File: src/rtl/hamming_stream_decoder_if.sv
// Stream bundle between a Hamming codeword source and the decoder: input word handshake,
// corrected output handshake, and the error-counter side band.
interface hamming_stream_decoder_if #(
    parameter int DATA_W = 16,
    parameter int CNT_W  = 16
);
    localparam int PAR_W  = (DATA_W + 4 <= 8)  ? 3 :
                            (DATA_W + 5 <= 16) ? 4 :
                            (DATA_W + 6 <= 32) ? 5 : 6;
`ifdef HAMMING_DEC_SECDED_EN
    localparam int CODE_W = DATA_W + PAR_W + 1;
`else
    localparam int CODE_W = DATA_W + PAR_W;
`endif

    logic [0:CODE_W-1] code_in;
    logic              in_valid;
    logic              in_ready;
    logic [0:DATA_W-1] data_out;
    logic [PAR_W-1:0]  syndrome;
    logic              err_corr;
    logic              err_uncorr;
    logic              out_valid;
    logic              out_ready;
    logic              cnt_clr;
    logic [CNT_W-1:0]  corr_cnt;
    logic [CNT_W-1:0]  uncorr_cnt;

    modport master (
        output code_in, in_valid, out_ready, cnt_clr,
        input  in_ready, data_out, syndrome, err_corr, err_uncorr, out_valid,
        input  corr_cnt, uncorr_cnt
    );

    modport slave (
        input  code_in, in_valid, out_ready, cnt_clr,
        output in_ready, data_out, syndrome, err_corr, err_uncorr, out_valid,
        output corr_cnt, uncorr_cnt
    );
endinterface

File: src/rtl/hamming_stream_decoder.sv
// Streaming Hamming SEC decoder with saturating error counters; SECDED when HAMMING_DEC_SECDED_EN.
// Latency: 2 cycles (S1 = codeword + syndrome, S2 = corrected payload + flags).
// Backpressure: out_ready stalls S2, a full S1 behind a stalled S2 drops in_ready the same cycle.
module hamming_stream_decoder #(
    parameter int DATA_W = 16,
    parameter int CNT_W  = 16
) (
    input  logic                      clk,
    input  logic                      rst,
    hamming_stream_decoder_if.slave   bus
);
    localparam int PAR_W  = (DATA_W + 4 <= 8)  ? 3 :
                            (DATA_W + 5 <= 16) ? 4 :
                            (DATA_W + 6 <= 32) ? 5 : 6;
    localparam int HAM_W  = DATA_W + PAR_W;
`ifdef HAMMING_DEC_SECDED_EN
    localparam int CODE_W = HAM_W + 1;
`else
    localparam int CODE_W = HAM_W;
`endif

    logic en1;
    logic en2;

    logic              s1_valid_q, s1_valid_d;
    logic [0:CODE_W-1] s1_code_q,  s1_code_d;
    logic [PAR_W-1:0]  s1_syn_q,   s1_syn_d;
    logic [PAR_W-1:0]  syn_c;
`ifdef HAMMING_DEC_SECDED_EN
    logic              s1_par_q,   s1_par_d;
`endif

    logic              out_valid_q, out_valid_d;
    logic [0:DATA_W-1] data_q,      data_d;
    logic [PAR_W-1:0]  syn_q,       syn_d;
    logic              corr_q,      corr_d;
    logic              uncorr_q,    uncorr_d;
    logic [CNT_W-1:0]  corr_cnt_q,  corr_cnt_d;
    logic [CNT_W-1:0]  uncorr_cnt_q, uncorr_cnt_d;

    logic [0:DATA_W-1] data_c;
    logic              corr_c;
    logic              uncorr_c;
    logic              fix_c;
    logic              in_range_c;

    // Syndrome excludes the overall-parity bit so a clean SECDED word still yields zero.
    always_comb begin
        syn_c = '0;
        for (int k = 0; k < PAR_W; k++) begin
            for (int i = 0; i < HAM_W; i++) begin
                if ((((i + 1) >> k) & 1) != 0) begin
                    syn_c[k] = syn_c[k] ^ bus.code_in[i];
                end
            end
        end
    end

    always_comb begin
        int j;
        corr_c     = 1'b0;
        uncorr_c   = 1'b0;
        fix_c      = 1'b0;
        in_range_c = (s1_syn_q != '0) && (int'(s1_syn_q) <= HAM_W);
`ifdef HAMMING_DEC_SECDED_EN
        if (s1_syn_q == '0) begin
            corr_c = s1_par_q;
        end else if (s1_par_q && in_range_c) begin
            corr_c = 1'b1;
            fix_c  = 1'b1;
        end else begin
            uncorr_c = 1'b1;
        end
`else
        if (s1_syn_q == '0) begin
            corr_c = 1'b0;
        end else if (in_range_c) begin
            corr_c = 1'b1;
            fix_c  = 1'b1;
        end else begin
            uncorr_c = 1'b1;
        end
`endif
        // Payload sits in the non-power-of-two positions; parity positions are dropped.
        j      = 0;
        data_c = '0;
        for (int i = 0; i < HAM_W; i++) begin
            if (((i + 1) & i) != 0) begin
                data_c[j] = s1_code_q[i] ^ (fix_c && ((i + 1) == int'(s1_syn_q)));
                j++;
            end
        end
    end

    always_comb begin
        en2 = !out_valid_q || bus.out_ready;
        en1 = !s1_valid_q || en2;

        s1_valid_d = s1_valid_q;
        s1_code_d  = s1_code_q;
        s1_syn_d   = s1_syn_q;
`ifdef HAMMING_DEC_SECDED_EN
        s1_par_d   = s1_par_q;
`endif
        if (en1) begin
            s1_valid_d = bus.in_valid;
            if (bus.in_valid) begin
                s1_code_d = bus.code_in;
                s1_syn_d  = syn_c;
`ifdef HAMMING_DEC_SECDED_EN
                s1_par_d  = ^bus.code_in;
`endif
            end
        end

        out_valid_d = out_valid_q;
        data_d      = data_q;
        syn_d       = syn_q;
        corr_d      = corr_q;
        uncorr_d    = uncorr_q;
        if (en2) begin
            out_valid_d = s1_valid_q;
            if (s1_valid_q) begin
                data_d   = data_c;
                syn_d    = s1_syn_q;
                corr_d   = corr_c;
                uncorr_d = uncorr_c;
            end
        end

        // Clear wins over a coincident increment; counters stick at all-ones.
        corr_cnt_d   = corr_cnt_q;
        uncorr_cnt_d = uncorr_cnt_q;
        if (bus.cnt_clr) begin
            corr_cnt_d   = '0;
            uncorr_cnt_d = '0;
        end else if (out_valid_q && bus.out_ready) begin
            if (corr_q && (corr_cnt_q != {CNT_W{1'b1}})) begin
                corr_cnt_d = corr_cnt_q + CNT_W'(1);
            end
            if (uncorr_q && (uncorr_cnt_q != {CNT_W{1'b1}})) begin
                uncorr_cnt_d = uncorr_cnt_q + CNT_W'(1);
            end
        end
    end

    always_ff @(posedge clk or posedge rst) begin
        if (rst) begin
            s1_valid_q   <= 1'b0;
            s1_code_q    <= '0;
            s1_syn_q     <= '0;
`ifdef HAMMING_DEC_SECDED_EN
            s1_par_q     <= 1'b0;
`endif
            out_valid_q  <= 1'b0;
            data_q       <= '0;
            syn_q        <= '0;
            corr_q       <= 1'b0;
            uncorr_q     <= 1'b0;
            corr_cnt_q   <= '0;
            uncorr_cnt_q <= '0;
        end else begin
            s1_valid_q   <= s1_valid_d;
            s1_code_q    <= s1_code_d;
            s1_syn_q     <= s1_syn_d;
`ifdef HAMMING_DEC_SECDED_EN
            s1_par_q     <= s1_par_d;
`endif
            out_valid_q  <= out_valid_d;
            data_q       <= data_d;
            syn_q        <= syn_d;
            corr_q       <= corr_d;
            uncorr_q     <= uncorr_d;
            corr_cnt_q   <= corr_cnt_d;
            uncorr_cnt_q <= uncorr_cnt_d;
        end
    end

    assign bus.in_ready   = en1;
    assign bus.out_valid  = out_valid_q;
    assign bus.data_out   = data_q;
    assign bus.syndrome   = syn_q;
    assign bus.err_corr   = corr_q;
    assign bus.err_uncorr = uncorr_q;
    assign bus.corr_cnt   = corr_cnt_q;
    assign bus.uncorr_cnt = uncorr_cnt_q;
endmodule

File: src/flat_wrapper.sv
// flat-port wrapper written by rule: the top's interface ports become plain ports
module hamming_stream_decoder_flat 
#(
    parameter int DATA_W = 16,
    parameter int CNT_W  = 16
)
  (clk, rst, bus_code_in, bus_in_valid, bus_out_ready, bus_cnt_clr, bus_in_ready, bus_data_out, bus_syndrome, bus_err_corr, bus_err_uncorr, bus_out_valid, bus_corr_cnt, bus_uncorr_cnt);
  hamming_stream_decoder_if #(.DATA_W(DATA_W), .CNT_W(CNT_W)) bus_i ();
  input  logic clk;
  input  logic rst;
  input wire logic [$bits(bus_i.code_in)-1:0] bus_code_in;
  input wire logic [$bits(bus_i.in_valid)-1:0] bus_in_valid;
  input wire logic [$bits(bus_i.out_ready)-1:0] bus_out_ready;
  input wire logic [$bits(bus_i.cnt_clr)-1:0] bus_cnt_clr;
  output wire logic [$bits(bus_i.in_ready)-1:0] bus_in_ready;
  output wire logic [$bits(bus_i.data_out)-1:0] bus_data_out;
  output wire logic [$bits(bus_i.syndrome)-1:0] bus_syndrome;
  output wire logic [$bits(bus_i.err_corr)-1:0] bus_err_corr;
  output wire logic [$bits(bus_i.err_uncorr)-1:0] bus_err_uncorr;
  output wire logic [$bits(bus_i.out_valid)-1:0] bus_out_valid;
  output wire logic [$bits(bus_i.corr_cnt)-1:0] bus_corr_cnt;
  output wire logic [$bits(bus_i.uncorr_cnt)-1:0] bus_uncorr_cnt;
  assign bus_i.code_in = bus_code_in;
  assign bus_i.in_valid = bus_in_valid;
  assign bus_i.out_ready = bus_out_ready;
  assign bus_i.cnt_clr = bus_cnt_clr;
  assign bus_in_ready = bus_i.in_ready;
  assign bus_data_out = bus_i.data_out;
  assign bus_syndrome = bus_i.syndrome;
  assign bus_err_corr = bus_i.err_corr;
  assign bus_err_uncorr = bus_i.err_uncorr;
  assign bus_out_valid = bus_i.out_valid;
  assign bus_corr_cnt = bus_i.corr_cnt;
  assign bus_uncorr_cnt = bus_i.uncorr_cnt;
  hamming_stream_decoder #(.DATA_W(DATA_W), .CNT_W(CNT_W)) u_core (.clk(clk), .rst(rst), .bus(bus_i));
endmodule
File: config.mk
export PLATFORM = sky130hd
export DESIGN_NAME = hamming_stream_decoder_flat
export DESIGN_NICKNAME = d
export VERILOG_FILES = /design/src/rtl/hamming_stream_decoder_if.sv /design/src/rtl/hamming_stream_decoder.sv /design/src/flat_wrapper.sv
export SDC_FILE = /design/constraint.sdc
export NUM_CORES = 1
export LEC_CHECK = 0
export CAP_MARGIN = 5
export CORE_ASPECT_RATIO = 1.75
export CORE_MARGIN = 8
export CORE_UTILIZATION = 35
export CTS_CLUSTER_SIZE = 16
export DETAILED_ROUTE_END_ITERATION = 8
export PLACE_DENSITY = 0.7
export SETUP_SLACK_MARGIN = 0.15
export SYNTH_ARGS = -nofsm -noshare
export SYNTH_HDL_FRONTEND = slang
export SYNTH_SLANG_ARGS = --single-unit
File: constraint.sdc
create_clock -name clk -period 2.6 [get_ports clk]
set_clock_uncertainty 0.15 [all_clocks]
set_input_delay 0.26 -clock clk [delete_from_list [all_inputs] [get_ports clk]]
set_output_delay 0.26 -clock clk [all_outputs]
set_load 0.01 [all_outputs]
## Word-level counts from Yosys, hierarchy flattened

Index checks and enable logic that the tools add are counted.

| storage, ports and cells | value |
|---|---|
| latch bits | 0 |
| memory bits (read-only) | 0 |
| bits in writable memories | 0 |
| flip-flop bits (word level) | 81 |
| output and inout port bits | 57 |
| input bits | 26 |
| memories | 0 |

| cells by class | value |
|---|---|
| magnitude comparators | 1 |
| $add $sub $neg | 2 |
| div/mod/pow operators | 0 |
| multiplexer cells | 10 |
| shift operators | 0 |
| bitwise logic cells | 56 |
| reduce and logical (&&, ||, !) cells | 33 |
| multipliers | 0 |
| equal/unequal tests | 18 |

Operators with widths:

| operator | count |
|---|---|
| 16-bit two-way mux | 6 |
| 5-bit equality test, first input constant | 12 |
| 1-bit bitwise XOR | 56 |
| 16-bit by 1-bit adder with 16-bit output, second input constant | 2 |
| 16-bit inequality test, second input constant | 2 |
| 1-bit logical AND | 20 |
| 4-bit by 5-bit equality test with 1-bit output, first input constant | 3 |
| 2-bit AND reduction | 4 |
| 2-bit nonzero test | 3 |
| 3-bit by 5-bit equality test with 1-bit output, first input constant | 1 |
| 5-bit <= comparator, second input constant | 1 |
| 5-bit logical NOT | 1 |
| 5-bit nonzero test | 1 |
| 1-bit two-way mux | 4 |
| 1-bit logical NOT | 2 |
| 1-bit logical OR | 2 |

## Longest topological paths before layout

Gate-level depths: netlist (run 1).

| depth | value |
|---|---|
| depth in word-level cells | 10 |
| gate-level depth with buffers | 7 |
| gate-level depth less buffers | 6 |

## Worst setup path after synthesis (run 1)

Ideal clock, no wire load.

| path | value |
|---|---|
| path type | flip-flop to flip-flop |
| from | register u_core.corr_cnt_q[0], in the netlist u_core.bus.corr_cnt[0] |
| to | register u_core.corr_cnt_q[1], in the netlist u_core.bus.corr_cnt[1] |
| setup slack | 0.626 ns |
| stages on the path, launching flop included | 8 |
| data arrival time | 1.693 ns |
| path buffers | 1 |
| data required time | 2.318 ns |
| cell sequence | dfrtp_1 -> ha_1 -> nand2_1 -> nor4_4 -> buf_4 -> a21oi_1 -> mux2i_1 -> nor2_1 |

| between the ends | value |
|---|---|
| word-level cells in the longest chain between the ends | 4 |
| elaborated cells between the ends (all ways) | 8 |
| those cells by class | add/sub: 1; eq/ne: 1; mux: 3; reduce/logical: 3 |

RTL lines:

| item | RTL line | source |
|---|---|---|
| start, declared | hamming_stream_decoder.sv:38 | `logic [CNT_W-1:0] corr_cnt_q, corr_cnt_d;` |
| start signal, assigned | hamming_stream_decoder.sv:174 | `corr_cnt_q <= corr_cnt_d;` |
| 16-bit by 1-bit adder with 16-bit output or 16-bit inequality test (tied branches) | hamming_stream_decoder.sv:139, hamming_stream_decoder.sv:138 |  |
| 16-bit two-way mux or 1-bit logical AND (tied branches) | hamming_stream_decoder.sv:138 | `if (corr_q && (corr_cnt_q != {CNT_W{1'b1}})) begin` |
| 16-bit two-way mux or 2-bit nonzero test (tied branches) | - |  |
| 16-bit two-way mux or 2-bit AND reduction (tied branches) | - |  |

Several ways; a longest one is shown, not always the timed one. The select of a mux whose other input is x is not followed.
A chain may end at the register's enable or synchronous reset.

## Final worst setup path (run 1)

| path | value |
|---|---|
| from | register u_core.corr_cnt_q[0], in the netlist u_core.bus.corr_cnt[0] |
| to | register u_core.corr_cnt_q[3], in the netlist u_core.bus.corr_cnt[3] |

Same word-level chain as after synthesis.

==> results of run 1 <==
[sequential cells by signal, indices dropped and copies added (netlist names)]
name / flops
u_core.s1_valid_q: 1
u_core.s1_syn_q: 5
u_core.bus.corr_cnt: 16
u_core.s1_code_q: 16
u_core.bus.uncorr_cnt: 16
u_core.bus.out_valid: 1
u_core.bus.err_uncorr: 1
u_core.bus.err_corr: 1
u_core.bus.data_out: 16
u_core.bus.syndrome: 5
[final timing paths]
kind / from / endpoint / cells after the start
min in group clk: u_core.bus.data_out[11] / u_core.bus.data_out[11] / 2
min reg2reg: u_core.bus.data_out[11] / u_core.bus.data_out[11] / 2
min: rst / u_core.bus.corr_cnt[8] / 2
max: u_core.bus.corr_cnt[0] / u_core.bus.corr_cnt[3] / 7
max reg2reg: u_core.bus.corr_cnt[0] / u_core.bus.corr_cnt[3] / 7
max in group asynchronous: rst / u_core.s1_syn_q[4] / 3
[layer usage]
metal,track usage,part of all wire
met2,0.221,0.52
met3,0.0326,0.050
met5,0,0
met4,0.0485,0.017
met1,0.142,0.41
[per-stage QoR]
stage | utilization | setup WS (ns) | hold WS [ns]
after global placement | 0.441 | 0.444 | 0.317
after detailed placement | 0.441 | 0.436 | 0.320
final | 0.466 | 0.428 | 0.0895
after floorplan | - | 0.195 | 0.218
after CTS | 0.466 | 0.416 | 0.102
after global routing | 0.466 | 0.256 | 0.139
[power groups by stage]
stage	registers [mW]	clock network (mW)	logic, mW
2_1_floorplan	1.58	0	0.519
3_3_place_gp	1.63	0	0.896
3_5_place_dp	1.64	0	0.917
4_1_cts	1.62	1.22	0.919
5_1_grt	1.65	1.27	0.987
6_report	1.61	1.19	0.893
[final cells by class]
cell class	count	area [um^2]
fill	1060	6120
clock buffer	13	270
clock inverter	3	17.5
multi-input combinational	297	2020
timing repair buffer	89	886
inverter	4	15.0
sequential	78	1950
tap	135	169
[worst max-delay path: stages, from the launching register on]
cell,delay (ns)
dfrtp_1,0.49
ha_1,0.29
nand2_1,0.12
nor4_4,0.46
buf_4,0.23
a211oi_1,0.09
xnor2_1,0.16
nor2_1,0.05
[cell families after synthesis]
group	share of synthesized area
AO/OA/AOI/OAI	0.0806
XOR/XNOR	0.157
adder cells (fa/ha/maj)	0.00613
buffers and inverters	0.0260
flip-flops	0.478
multiplexers	0.0546
AND/OR/NAND/NOR	0.198
[cells in the mapped netlist (3+ instances only)]
| library cell | count | share of area |
|---|---|---|
| nand3_1 | 21 | 0.026 |
| a21oi_1 | 4 | 0.0049 |
| a211oi_1 | 9 | 0.017 |
| xor2_1 | 27 | 0.058 |
| o21ai_0 | 20 | 0.025 |
| nor4_1 | 4 | 0.0061 |
| nand4_1 | 3 | 0.0046 |
| nand2b_1 | 3 | 0.0046 |
| and3_1 | 5 | 0.0077 |
| xnor2_1 | 46 | 0.099 |
| nor2b_1 | 3 | 0.0046 |
| clkbuf_1 | 14 | 0.013 |
| buf_2 | 4 | 0.0049 |
| dfrtp_1 | 78 | 0.48 |
| nor2_1 | 33 | 0.030 |
| a31oi_1 | 3 | 0.0046 |
| mux2_2 | 18 | 0.050 |
| nor3b_1 | 3 | 0.0055 |
| nand2_1 | 56 | 0.051 |
| nor3_1 | 3 | 0.0037 |
| inv_1 | 4 | 0.0037 |
==> run summary, run 1 <==
FF+latch count, synth: 78
Clk network pwr share: 0.322
kind of critical path: reg2reg
DIE HEIGHT: 159 um
ys flop type: dfrtp_1
global route total overflow: 0
RSZ-0062 raised after global routing: false
first-pass GRT wire length: 16.3 mm
Internal Pwr Total: 2.60 mW
Comb pwr share: 0.242
register area share after synthesis: 0.478
CTS Root Cell: clkbuf_16
Fin Setup TNS: 0 ns
post-layout min period: 2.17 ns
Max FO, Critical Path: 7
Slew Viols, Final: 0
Hold Violations, Final: 0
via count: 3097
initial antenna violation count: 0
Sequential Power Share: 0.436
Synth Warn #: 0
Layout area overhead: 30.6%
syn_area_per_cell: 10.2 um^2
leakage power: 2.13 nW
gr usage total: 0.126
drt drc: 0
Inserted Diodes: 0
critical path launch point type: flip-flop
Final Instance Area: 5330 um^2
fraction of layout instances using a drive strength above 1: 0.114
synth unique cells: 50
cts hold-fix bufs: 0
Worst Path Required: 2.65 ns
Synth Instances: 400
reg-to-reg slack, setup: 0.43 ns
PD cells: 693 nW/um^2
outcome: finished, final reports clean
post-detailed-route via-to-cell ratio: 5.00
CORE AREA: 11500 um^2
Avg WL per Cell: 15.3 um
initial DRC count: 146
Hold Crit Class: in2async
FP Rows: 52
total power: 3.70 mW
placed cell areas: 5050 um^2
Resize count post-CTS: 0
Initial Utilization: 0.357
Die Footprint: 15500 um^2
post-placement cell count: 603
largest net degree at the start of global routing: 37
commonest cells after routing, fill and taps aside: 82 x clkdlybuf4s50_1, 78 x dfrtp_1, 56 x nand2_1
Critical Path AT: 2.22 ns
period utilisation layout: 0.836
Sw Ratio: 0.296
Cell Count, Final, Fillers Out: 619
Critical Path Sink Type: flip-flop
first drt pass iteration count: 4
sw power: 1.10 mW
Least-Margin Pin Slew: 0.508 ns
Slew HR: 0.660
Port Buffer Count: 82
Placer Congestion: 0.796
routed wire length: 9.48 mm
Worst-path clk slew: 0.06 ns
I/O pins: 83
Final ANT Viol Nets: 0
number of global-route vias before repair: 3220
Skew-Pair Late Insertion Delay: 0.33 ns
most common cell after layout, fill and taps aside: clkdlybuf4s50_1
H-tree lvl count: 3
DIE WIDTH: 97.6 um
Fmax achieved: 0.460 GHz
Layout Nets: 507
HPWL after DPL: 7.48 mm
Max VDD drop: 0.464 mV
final setup fails: 0
asr flop ratio synth: 1.00
reported max-cap violation count: 0
Num CTS Buffers: 9
clock buffer depth: 2
CTS tree: built
Post-synth EDFFs: 0
clk sinks: 78
synthesized cell area: 4080 um^2
postcts setup bufs: 0
Syn Nets: 428
(Power assumes the default switching activity.)
==> run 2, diff against run 1 <==
PLACE_DENSITY = 0.72   (was 0.7)
clock period = 1.8 ns   (was 2.6 ns; I/O delays follow)
==> run summary, run 2 (synthesis gave the netlist of run 1 again) <==
cts hold-fix bufs: 0 (unchanged)
Worst-path clk slew: 0.06 ns (about the same)
kind of critical path: reg2reg (unchanged)
gr usage total: 0.149 (was 0.126)
post-detailed-route via-to-cell ratio: 5.03 (was 5.00)
Max FO, Critical Path: 6 (was 7)
fillers: 977 (was 1060)
critical-path cell list: and3_4 > nor4b_4 > buf_4 > nor4bb_4 > nor3_1 (was ha_1 > nand2_1 > nor4_4 > buf_4 > a211oi_1 > xnor2_1 > nor2_1)
R2R depth: 5 (was 7)
crit path buf inv count: 1 (unchanged)
Critical Path AT: 1.79 ns (was 2.22 ns)
cell family with most CP delay: simple AND/OR/NAND/NOR gates (unchanged)
fraction of layout instances using a drive strength above 1: 0.311 (was 0.114)
CTS Root Cell: clkbuf_16 (unchanged)
Placer Congestion: 0.822 (was 0.796)
Port Buffer Count: 82 (unchanged)
Avg WL per Cell: 16.8 um (was 15.3 um)
initial DRC count: 84 (was 146)
commonest cells after routing, fill and taps aside: 70 x buf_4, 64 x dfrtp_1, 53 x nand2_1 (was 82 x clkdlybuf4s50_1, 78 x dfrtp_1, 56 x nand2_1)
reg2reg end: u_core.bus.uncorr_cnt[15] (was u_core.bus.corr_cnt[3])
outcome: finished, final reports clean (unchanged)
FP Rows: 52 (unchanged)
Fmax achieved: 0.575 GHz (was 0.460 GHz)
Critical Path Sink Type: flip-flop (unchanged)
Least-Margin Pin Slew: 0.417 ns (was 0.508 ns)
crit path from: u_core.bus.uncorr_cnt[2] (was u_core.bus.corr_cnt[0])
Worst Path Required: 1.85 ns (was 2.65 ns)
post-layout min period: 1.74 ns (was 2.17 ns)
origin of the critical flop-to-flop path: u_core.bus.uncorr_cnt[2] (was u_core.bus.corr_cnt[0])
clock buffer depth: 2 (unchanged)
Num CTS Buffers: 9 (unchanged)
Hold Violations, Final: 0 (unchanged)
via count: 3477 (was 3097)
HPWL after DPL: 8.42 mm (was 7.48 mm)
CORE AREA: 11500 um^2 (unchanged)
most common cell after layout, fill and taps aside: buf_4 (was clkdlybuf4s50_1)
Cell Count, Final, Fillers Out: 691 (was 619)
DIE HEIGHT: 159 um (unchanged)
Setup crit end: u_core.bus.uncorr_cnt[15] (was u_core.bus.corr_cnt[3])
I/O pins: 83 (unchanged)
Layout Nets: 579 (was 507)
first-pass GRT wire length: 18.8 mm (was 16.3 mm)
CP max stage cell: dfrtp_1 (unchanged)
initial antenna violation count: 0 (unchanged)
Final ANT Viol Nets: 0 (unchanged)
Internal Pwr Total: 3.99 mW (was 2.60 mW)
routed wire length: 11.6 mm (was 9.48 mm)
total power: 5.67 mW (was 3.70 mW)
Clk network pwr share: 0.324 (was 0.322)
CTS tree: built (unchanged)
Max stage delay on crit path: 0.50 ns (was 0.49 ns)
global route total overflow: 0 (unchanged)
clk sinks: 78 (unchanged)
PD cells: 910 nW/um^2 (was 693 nW/um^2)
post-placement cell count: 648 (was 603)
Max VDD drop: 0.589 mV (was 0.464 mV)
first drt pass iteration count: 4 (unchanged)
critical path launch point type: flip-flop (unchanged)
Skew-Pair Late Insertion Delay: 0.33 ns (about the same)
final setup fails: 0 (unchanged)
final hold slack: 0.0148 ns (was 0.0895 ns)
largest net degree at the start of global routing: 34 (was 37)
drt drc: 0 (unchanged)
Layout area overhead: 52.8% (was 30.6%)
Hold Crit Class: in2async (unchanged)
Comb pwr share: 0.268 (was 0.242)
Sequential Power Share: 0.408 (was 0.436)
H-tree lvl count: 3 (unchanged)
Initial Utilization: 0.357 (unchanged)
RSZ-0062 raised after global routing: true (was false)
Slew Viols, Final: 0 (unchanged)
reg-to-reg slack, setup: 0.06 ns (was 0.43 ns)
sw power: 1.68 mW (was 1.10 mW)
Inserted Diodes: 0 (unchanged)
number of global-route vias before repair: 3768 (was 3220)
Sw Ratio: 0.297 (was 0.296)
Die Footprint: 15500 um^2 (unchanged)
DIE WIDTH: 97.6 um (unchanged)
critical path depth in cells: 5 (was 7)
fin util: 0.545 (was 0.466)
period utilisation layout: 0.966 (was 0.836)
leakage power: 2.74 nW (was 2.13 nW)
Slew HR: 0.721 (was 0.660)
reported max-cap violation count: 0 (unchanged)
-- run 2: area by class of cell --
cell class,instances,area [um^2],share of cell area
well taps,135,169,0.0271
inverters,4,18.8,0.00301
repair buffers,161,1440,0.231
clock inverters,3,42.5,0.00682
clock buffers,13,260,0.0417
flip-flops and latches,78,1970,0.316
multi-input cells,297,2340,0.375
-- run 2: worst min path at each step --
stage                      startpoint                      end  slack (ns)  cells after the start
5_1_grt                           rst  u_core.bus.corr_cnt[11]        0.03                      2
3_3_place_gp   u_core.bus.syndrome[4]   u_core.bus.syndrome[4]        0.31                      2
3_5_place_dp   u_core.bus.syndrome[2]   u_core.bus.syndrome[2]        0.31                      2
2_1_floorplan            bus_in_valid        u_core.s1_valid_q        0.14                      1
4_1_cts                           rst   u_core.bus.corr_cnt[3]       0.008                      2
6_report                          rst   u_core.bus.corr_cnt[3]        0.01                      2
-- run 2: power groups by stage --
stage          Sequential (mW)  Combinational, mW  Clock [mW]
2_1_floorplan             2.28              0.758           0
3_3_place_gp              2.31               1.49           0
3_5_place_dp              2.33               1.52           0
4_1_cts                   2.30               1.52        1.88
5_1_grt                   2.36               1.66        1.97
6_report                  2.31               1.52        1.84
-- run 2: worst register-to-register path: cells and delay by family, from the launching register on --
family                 cells  cell delay, ns
buffers and inverters      1            0.18
flip-flops                 1            0.50
AND/OR/NAND/NOR            4            0.77
-- run 2: metal layers --
layer / track usage / part of all wire / vias up
met5: 0 / 0 / -
met4: 0.0610 / 0.020 / 0
met3: 0.0378 / 0.035 / 18
met2: 0.280 / 0.58 / 82
met1: 0.149 / 0.37 / 1709
li1: - / - / 1668
-- run 2: per-stage QoR --
step / worst slack, ns / setup TNS, ns / cell area, um^2
after floorplan: -0.0188 / -0.0188 / 4190
after global placement: -0.138 / -1.43 / 5490
after detailed placement: -0.148 / -2.03 / 5490
after CTS: 0.0708 / 0 / 5930
after global routing: 0.00985 / 0 / 6240
final: 0.0615 / 0 / 6240
-- run 2: what timing repair did --
item                                   in CTS  in global routing
resized for setup                          46                 35
endpoints found under the hold margin       0                  0
buffers inserted                           12                 15
pin swaps                                   7                 25
setup endpoints to repair                  57                 51
